## config.mk

```make
export PLATFORM = sky130hd
export DESIGN_NAME = wt_mem_arbiter
export DESIGN_NICKNAME = d
export VERILOG_FILES = /design/src/rtl/wt_cache_pkg.sv /design/src/rtl/wt_rr_arb.sv /design/src/rtl/wt_mem_arbiter.sv
export SDC_FILE = /design/constraint.sdc
export NUM_CORES = 1
export LEC_CHECK = 0
export ABC_AREA = 0
export CAP_MARGIN = 10
export CORE_AREA = 5 5 255 257
export CTS_CLUSTER_DIAMETER = 40
export DETAILED_ROUTE_END_ITERATION = 12
export DIE_AREA = 0 0 260 262
export GPL_TIMING_DRIVEN = 0
export PLACE_DENSITY = 0.47
export SLEW_MARGIN = 20
export SYNTH_ARGS = -nofsm -noshare
export SYNTH_HDL_FRONTEND = slang
export SYNTH_SLANG_ARGS = --single-unit
```

## constraint.sdc

```tcl
create_clock -name clk_i -period 3.31 [get_ports clk_i]
set_input_delay 0.4965 -clock clk_i [delete_from_list [all_inputs] [get_ports clk_i]]
set_output_delay 0.4965 -clock clk_i [all_outputs]
set_load 0.1 [all_outputs]
```

## src/rtl/wt_cache_pkg.sv

```systemverilog
// Shared constants and helpers for the write-through cache memory arbiter.
package wt_cache_pkg;

  localparam int unsigned WT_ARB_DEF_MAX_OUTSTANDING = 4;

  function automatic int unsigned wt_arb_idx_w(int unsigned n);
    return (n <= 2) ? 1 : $clog2(n);
  endfunction

endpackage

```

## src/rtl/wt_rr_arb.sv

```systemverilog
// N-input request picker producing a one-hot grant plus index.
// Round-robin by default; WT_MEM_ARB_FIXED_PRIO_EN selects fixed priority (port 0 highest).
module wt_rr_arb
  import wt_cache_pkg::*;
#(
  parameter int unsigned N    = 2,
  parameter int unsigned IdxW = wt_arb_idx_w(N)
) (
  input  logic            clk_i,
  input  logic            rst_i,
  input  logic            en_i,
  input  logic [N-1:0]    req_i,
  output logic [N-1:0]    gnt_o,
  output logic [IdxW-1:0] idx_o
);

  logic            w_vld;
  logic [IdxW-1:0] w_idx;

`ifdef WT_MEM_ARB_FIXED_PRIO_EN
  always_comb begin
    w_vld = 1'b0;
    w_idx = '0;
    for (int unsigned i = 0; i < N; i++) begin
      if (!w_vld && req_i[i]) begin
        w_vld = 1'b1;
        w_idx = i[IdxW-1:0];
      end
    end
  end
`else
  logic [IdxW-1:0] r_ptr;

  // Scan starts at the pointer and wraps, so the last winner has lowest priority.
  always_comb begin
    int unsigned j;
    j     = 0;
    w_vld = 1'b0;
    w_idx = '0;
    for (int unsigned i = 0; i < N; i++) begin
      j = 32'(r_ptr) + i;
      if (j >= N) j = j - N;
      if (!w_vld && req_i[j]) begin
        w_vld = 1'b1;
        w_idx = j[IdxW-1:0];
      end
    end
  end

  always_ff @(posedge clk_i) begin
    if (rst_i) begin
      r_ptr <= '0;
    end else if (en_i && w_vld) begin
      r_ptr <= (w_idx == IdxW'(N - 1)) ? '0 : w_idx + IdxW'(1);
    end
  end
`endif

  always_comb begin
    gnt_o = '0;
    for (int unsigned i = 0; i < N; i++) begin
      gnt_o[i] = en_i && w_vld && (w_idx == i[IdxW-1:0]);
    end
  end

  assign idx_o = w_idx;

endmodule

```

## src/rtl/wt_mem_arbiter.sv

```systemverilog
// NumPorts cache clients sharing one memory port, with per-port outstanding limits and
// tag-based return routing. Define WT_MEM_ARB_FIXED_PRIO_EN for fixed-priority arbitration.
module wt_mem_arbiter
  import wt_cache_pkg::*;
#(
  parameter  int unsigned NumPorts       = 2,
  parameter  int unsigned ReqWidth       = 128,
  parameter  int unsigned RtrnWidth      = 128,
  parameter  int unsigned TidWidth       = 2,
  parameter  int unsigned MaxOutstanding = WT_ARB_DEF_MAX_OUTSTANDING,
  localparam int unsigned PortIdxW       = wt_arb_idx_w(NumPorts),
  localparam int unsigned TagW           = PortIdxW + TidWidth
) (
  input  logic                         clk_i,
  input  logic                         rst_i,
  input  logic                         stall_i,
  output logic                         busy_o,
  output logic                         err_o,
  input  logic [NumPorts-1:0]          port_req_i,
  output logic [NumPorts-1:0]          port_ack_o,
  input  logic [NumPorts*ReqWidth-1:0] port_data_i,
  input  logic [NumPorts*TidWidth-1:0] port_tid_i,
  output logic [NumPorts-1:0]          port_rtrn_vld_o,
  output logic [RtrnWidth-1:0]         port_rtrn_o,
  output logic [TidWidth-1:0]          port_rtrn_tid_o,
  output logic                         mem_req_o,
  input  logic                         mem_ack_i,
  output logic [ReqWidth-1:0]          mem_data_o,
  output logic [TagW-1:0]              mem_tid_o,
  input  logic                         mem_rtrn_vld_i,
  input  logic [RtrnWidth-1:0]         mem_rtrn_i,
  input  logic [TagW-1:0]              mem_rtrn_tid_i
);

  localparam int unsigned CntW = $clog2(MaxOutstanding + 1);

  logic [NumPorts-1:0][CntW-1:0] r_cnt;
  logic                          r_req_vld;
  logic [ReqWidth-1:0]           r_data;
  logic [TagW-1:0]               r_tid;
  logic [NumPorts-1:0]           r_rtrn_vld;
  logic [RtrnWidth-1:0]          r_rtrn;
  logic [TidWidth-1:0]           r_rtrn_tid;
  logic                          r_err;

  logic                          w_ld;
  logic [NumPorts-1:0]           w_elig;
  logic [NumPorts-1:0]           w_gnt;
  logic [PortIdxW-1:0]           w_gnt_idx;
  logic [ReqWidth-1:0]           w_gnt_data;
  logic [TidWidth-1:0]           w_gnt_tid;
  logic [PortIdxW-1:0]           w_rt_idx;
  logic [NumPorts-1:0]           w_rtrn_sel;
  logic                          w_rt_err;

  assign w_ld = !rst_i && !stall_i && (!r_req_vld || mem_ack_i);

  // A returned credit is only reusable once the response has been handed to the client,
  // so the port stays blocked while its return output is valid.
  always_comb begin
    w_elig = '0;
    for (int p = 0; p < NumPorts; p++) begin
      w_elig[p] = port_req_i[p] &&
                  (({1'b0, r_cnt[p]} + {{CntW{1'b0}}, r_rtrn_vld[p]}) < (CntW+1)'(MaxOutstanding));
    end
  end

  wt_rr_arb #(
    .N    (NumPorts),
    .IdxW (PortIdxW)
  ) u_arb (
    .clk_i (clk_i),
    .rst_i (rst_i),
    .en_i  (w_ld),
    .req_i (w_elig),
    .gnt_o (w_gnt),
    .idx_o (w_gnt_idx)
  );

  always_comb begin
    w_gnt_data = '0;
    w_gnt_tid  = '0;
    for (int p = 0; p < NumPorts; p++) begin
      if (w_gnt[p]) begin
        w_gnt_data = port_data_i[p*ReqWidth +: ReqWidth];
        w_gnt_tid  = port_tid_i[p*TidWidth +: TidWidth];
      end
    end
  end

  assign w_rt_idx = mem_rtrn_tid_i[TagW-1 -: PortIdxW];

  // Out-of-range indices match no port, so they fall through to the error path.
  always_comb begin
    w_rtrn_sel = '0;
    for (int p = 0; p < NumPorts; p++) begin
      w_rtrn_sel[p] = mem_rtrn_vld_i && (w_rt_idx == p[PortIdxW-1:0]) && (r_cnt[p] != '0);
    end
  end

  assign w_rt_err = mem_rtrn_vld_i && !(|w_rtrn_sel);

  always_ff @(posedge clk_i) begin
    if (rst_i) begin
      r_cnt      <= '0;
      r_req_vld  <= 1'b0;
      r_data     <= '0;
      r_tid      <= '0;
      r_rtrn_vld <= '0;
      r_rtrn     <= '0;
      r_rtrn_tid <= '0;
      r_err      <= 1'b0;
    end else begin
      if (|w_gnt) begin
        r_req_vld <= 1'b1;
        r_data    <= w_gnt_data;
        r_tid     <= {w_gnt_idx, w_gnt_tid};
      end else if (mem_ack_i) begin
        r_req_vld <= 1'b0;
      end
      r_rtrn_vld <= w_rtrn_sel;
      if (|w_rtrn_sel) begin
        r_rtrn     <= mem_rtrn_i;
        r_rtrn_tid <= mem_rtrn_tid_i[TidWidth-1:0];
      end
      if (w_rt_err) r_err <= 1'b1;
      for (int p = 0; p < NumPorts; p++) begin
        case ({w_gnt[p], w_rtrn_sel[p]})
          2'b10:   r_cnt[p] <= r_cnt[p] + CntW'(1);
          2'b01:   r_cnt[p] <= r_cnt[p] - CntW'(1);
          default: r_cnt[p] <= r_cnt[p];
        endcase
      end
    end
  end

  assign port_ack_o      = w_gnt;
  assign mem_req_o       = r_req_vld;
  assign mem_data_o      = r_data;
  assign mem_tid_o       = r_tid;
  assign port_rtrn_vld_o = r_rtrn_vld;
  assign port_rtrn_o     = r_rtrn;
  assign port_rtrn_tid_o = r_rtrn_tid;
  assign err_o           = r_err;
  assign busy_o          = r_req_vld || (|r_cnt);

endmodule
```

==> flow_summary.json <==
{
  "synth_edf_count": 0,
  "dr.first_iter.drc_count": 549,
  "die_w_um": 260,
  "yosysSeqAreaShare_pct": 53.5,
  "register_area_um2": 5450,
  "area_delta_synth_final_pct": 97.6,
  "power_mw": 13.2,
  "fin_skew_ps": 16.1,
  "clock_latency_ps": 590,
  "grt_pass1_wl_mm": 78.3,
  "clkSinkCount": 272,
  "hold_start": "rst_i",
  "setup_violations": 0,
  "ys_warn_count": 0,
  "critical_path.max_fanout": 10,
  "final_max_slew_viol_count": 0,
  "crit_chain": "clkdlybuf4s50_1 -> nor2b_1 -> nand2_1 -> or3_4 -> inv_2 -> buf_2 -> buf_4",
  "yosys-top-cells-area": "dfxtp_1, a221o_1, nand2_1",
  "crit_path_top_delay_cell": "clkdlybuf4s50_1",
  "fin_nets": 2216,
  "yosys_register_bits": 272,
  "portBuffers": 664,
  "finalHoldViolCount": 0,
  "finalCritPeriodShare_pct": 93.1,
  "pwr-share-clk_pct": 49.8,
  "setup_ws_ps": 227,
  "synth-main-ff-cell": "dfxtp_1",
  "synth_cell_type_count": 35,
  "yosysMostFrequentCell": "dfxtp_1",
  "ant_nets": 0,
  "route.detailed.drc": 0,
  "dp_slack_ps": -1160,
  "synth.avg_cell_area_um2": 9.35,
  "cp.arrival_ps": 2590,
  "cts_buffers": 60,
  "crit_type": "in2out",
  "regToRegSetupSlack_ps": 490,
  "cts_tree": "built",
  "nFillCells": 6502,
  "dp.cells": 2598,
  "multi_input_area_um2": 4140,
  "crit_path_max_incr_delay_ps": 450,
  "via_per_inst": 4.14,
  "grt_overflow": 0,
  "netlist_instances": 1088,
  "die_area_um2": 68100,
  "whs_endpoint": "mem_req_o",
  "drv_cap": 0,
  "rr_endpoint": "r_cnt[2]",
  "async_reset_ff_share_pct": 0,
  "status": "finished, final reports clean",
  "clockBufferDepth": 3,
  "p_comb_share_pct": 22.8,
  "grt_util_all_layers_pct": 15.1,
  "antenna_found_initial": 4,
  "start_util_pct": 16.3,
  "grt_max_degree": 20,
  "crit_path_start_kind": "primary input",
  "tightest_slew_ps": 1130,
  "row_count": 92,
  "cts_hold_buffers": 0,
  "post-route-util_pct": 32.2,
  "power_density_nw_per_um2": 656,
  "path_clk_slew_ps": 40,
  "fmax_ghz": 0.324,
  "htree_levels": 2,
  "hold_path_depth": 3,
  "wirelength_mm": 55.1,
  "intPower_mw": 8.97,
  "synthTopCellsByCount": "dfxtp_1, nand2_1, a21oi_1, a221o_1, and3_1",
  "fp.coreArea_um2": 62500,
  "drtPass1Iterations": 6,
  "synth_top_cell_area_share_pct": 53.5,
  "synth_top_area_cell": "dfxtp_1",
  "wl_per_cell_um": 20.3,
  "ir_worst_vdd_mv": 0.375,
  "fin_crit_ps": 3080,
  "syn-num-nets": 1490,
  "r2r_start": "r_cnt[5]",
  "min_path_type": "in2reg",
  "pin_count": 666,
  "switching_share_pct": 32.0,
  "hpwlAfterDp_mm": 43.5,
  "routabilityCongestion": 0.820,
  "power.switching_mw": 4.23,
  "grt_pass1_vias": 11900,
  "layoutNonFillerInstCount": 2714,
  "drive_above_1_share_pct": 9.33,
  "rsz0062_at_grt": "no",
  "root_buffer": "clkbuf_16",
  "worstPathRequired_ps": 2810,
  "num_vias": 11200,
  "die_y_um": 262,
  "p_leak_nw": 7.78,
  "p_seq_share_pct": 27.4,
  "ff2ff_path_depth": 11,
  "syn_area_um2": 10200,
  "max_slew_margin_pct": 24.3,
  "worstSetupEndpointType": "output pin"
}
==> worst max-delay path: cells and delay by family <==
family        cells  cell delay [ps]
buf+inv           4             1350
simple gates      3              710
==> power by group through the flow <==
stage	Combinational (mW)	Clock [mW]	Sequential (mW)
after floorplan	0.454	0	5.12
after global placement	3.01	0	3.67
after detailed placement	3.02	0	3.67
after CTS	3.03	6.73	3.61
after global routing	3.12	6.91	3.64
final	3.01	6.57	3.62
==> sequential cells by signal, summed over array words and instances (netlist names) <==
signal	flops
mem_data_o	128
err_o	1
u_arb.r_ptr	1
port_rtrn_tid_o	2
mem_tid_o	3
r_cnt	6
mem_req_o	1
port_rtrn_vld_o	2
port_rtrn_o	128
==> layout make-up <==
class | instances | area share (%)
timing repair buffer | 665 | 33.1
sequential | 272 | 27.1
multi-input combinational | 706 | 20.6
clock buffer | 67 | 7.85
tap | 846 | 5.26
clock inverter | 46 | 3.16
buffer | 100 | 2.81
inverter | 9 | 0.168
antenna | 3 | 0.0373
==> kinds of logic after synthesis <==
family	Yosys count	synth area share, %
AOI/OAI and AO/OA	275	20.2
DFF	272	53.5
adders and majority gates	4	0.639
buffers and inverters	110	5.88
xor gates and xnor gates	4	0.344
and+or+nand+nor	423	19.4
==> per-stage QoR <==
stage / TNS, ps / hold slack (ps) / instance area, um2
3_3_place_gp: -3160 / 434 / 17900
2_1_floorplan: 0 / 461 / 10200
6_report: 0 / 423 / 20100
4_1_cts: 0 / 385 / 20100
5_1_grt: 0 / 415 / 20100
3_5_place_dp: -3470 / 440 / 17900
==> cells in the final DEF, fill, tap and decap left out, drive strengths merged <==
| cell | instances |
|---|---|
| bufinv | 14 |
| clkdlybuf4s50 | 662 |
| dfxtp | 272 |
| clkinv | 22 |
| nor4b | 1 |
| nor2 | 12 |
| and2 | 1 |
| and3 | 131 |
| clkbuf | 114 |
| a21o | 1 |
| a211oi | 1 |
| o2bb2ai | 2 |
| clkinvlp | 5 |
| o311ai | 1 |
| a21oi | 136 |
| o21a | 1 |
| nand2b | 3 |
| nor3 | 4 |
| a221o | 130 |
| fa | 2 |
| xor2 | 4 |
| diode | 3 |
| inv | 14 |
| ha | 2 |
| nor4 | 1 |
| buf | 56 |
| o21ai | 3 |
| nor2b | 2 |
| or3 | 3 |
| nand3 | 2 |
| nand2 | 263 |
==> worst max-delay path by stage <==
stage,slack [ps],end,start,cells after the start
after global placement,-1120,port_ack_o[0],port_req_i[1],7
after detailed placement,-1160,port_ack_o[0],port_req_i[1],7
final,230,port_ack_o[1],port_req_i[1],7
after CTS,110,port_ack_o[0],r_cnt[3],5
after floorplan,70,r_cnt[2],mem_req_o,11
after global routing,30,port_ack_o[0],r_cnt[3],5
==> layer usage <==
metal  global-route usage (%)  up-vias  share of wire, %  wire, um
met5                        0        -             0.020        11
met4                     5.49        2               3.1      1730
met3                     5.83      103               9.3      5130
met2                     26.5      460                50     27500
met1                     16.6     5287                38     20700
li1                         -     5386                 -         -
==> timing repair <==
action                                  CTS  global route
resized for setup                        13             0
buffers inserted                          1             0
endpoints found under the hold margin     0             0
endpoints found under the setup margin    4             0
Power figures use the tool's default switching activity.
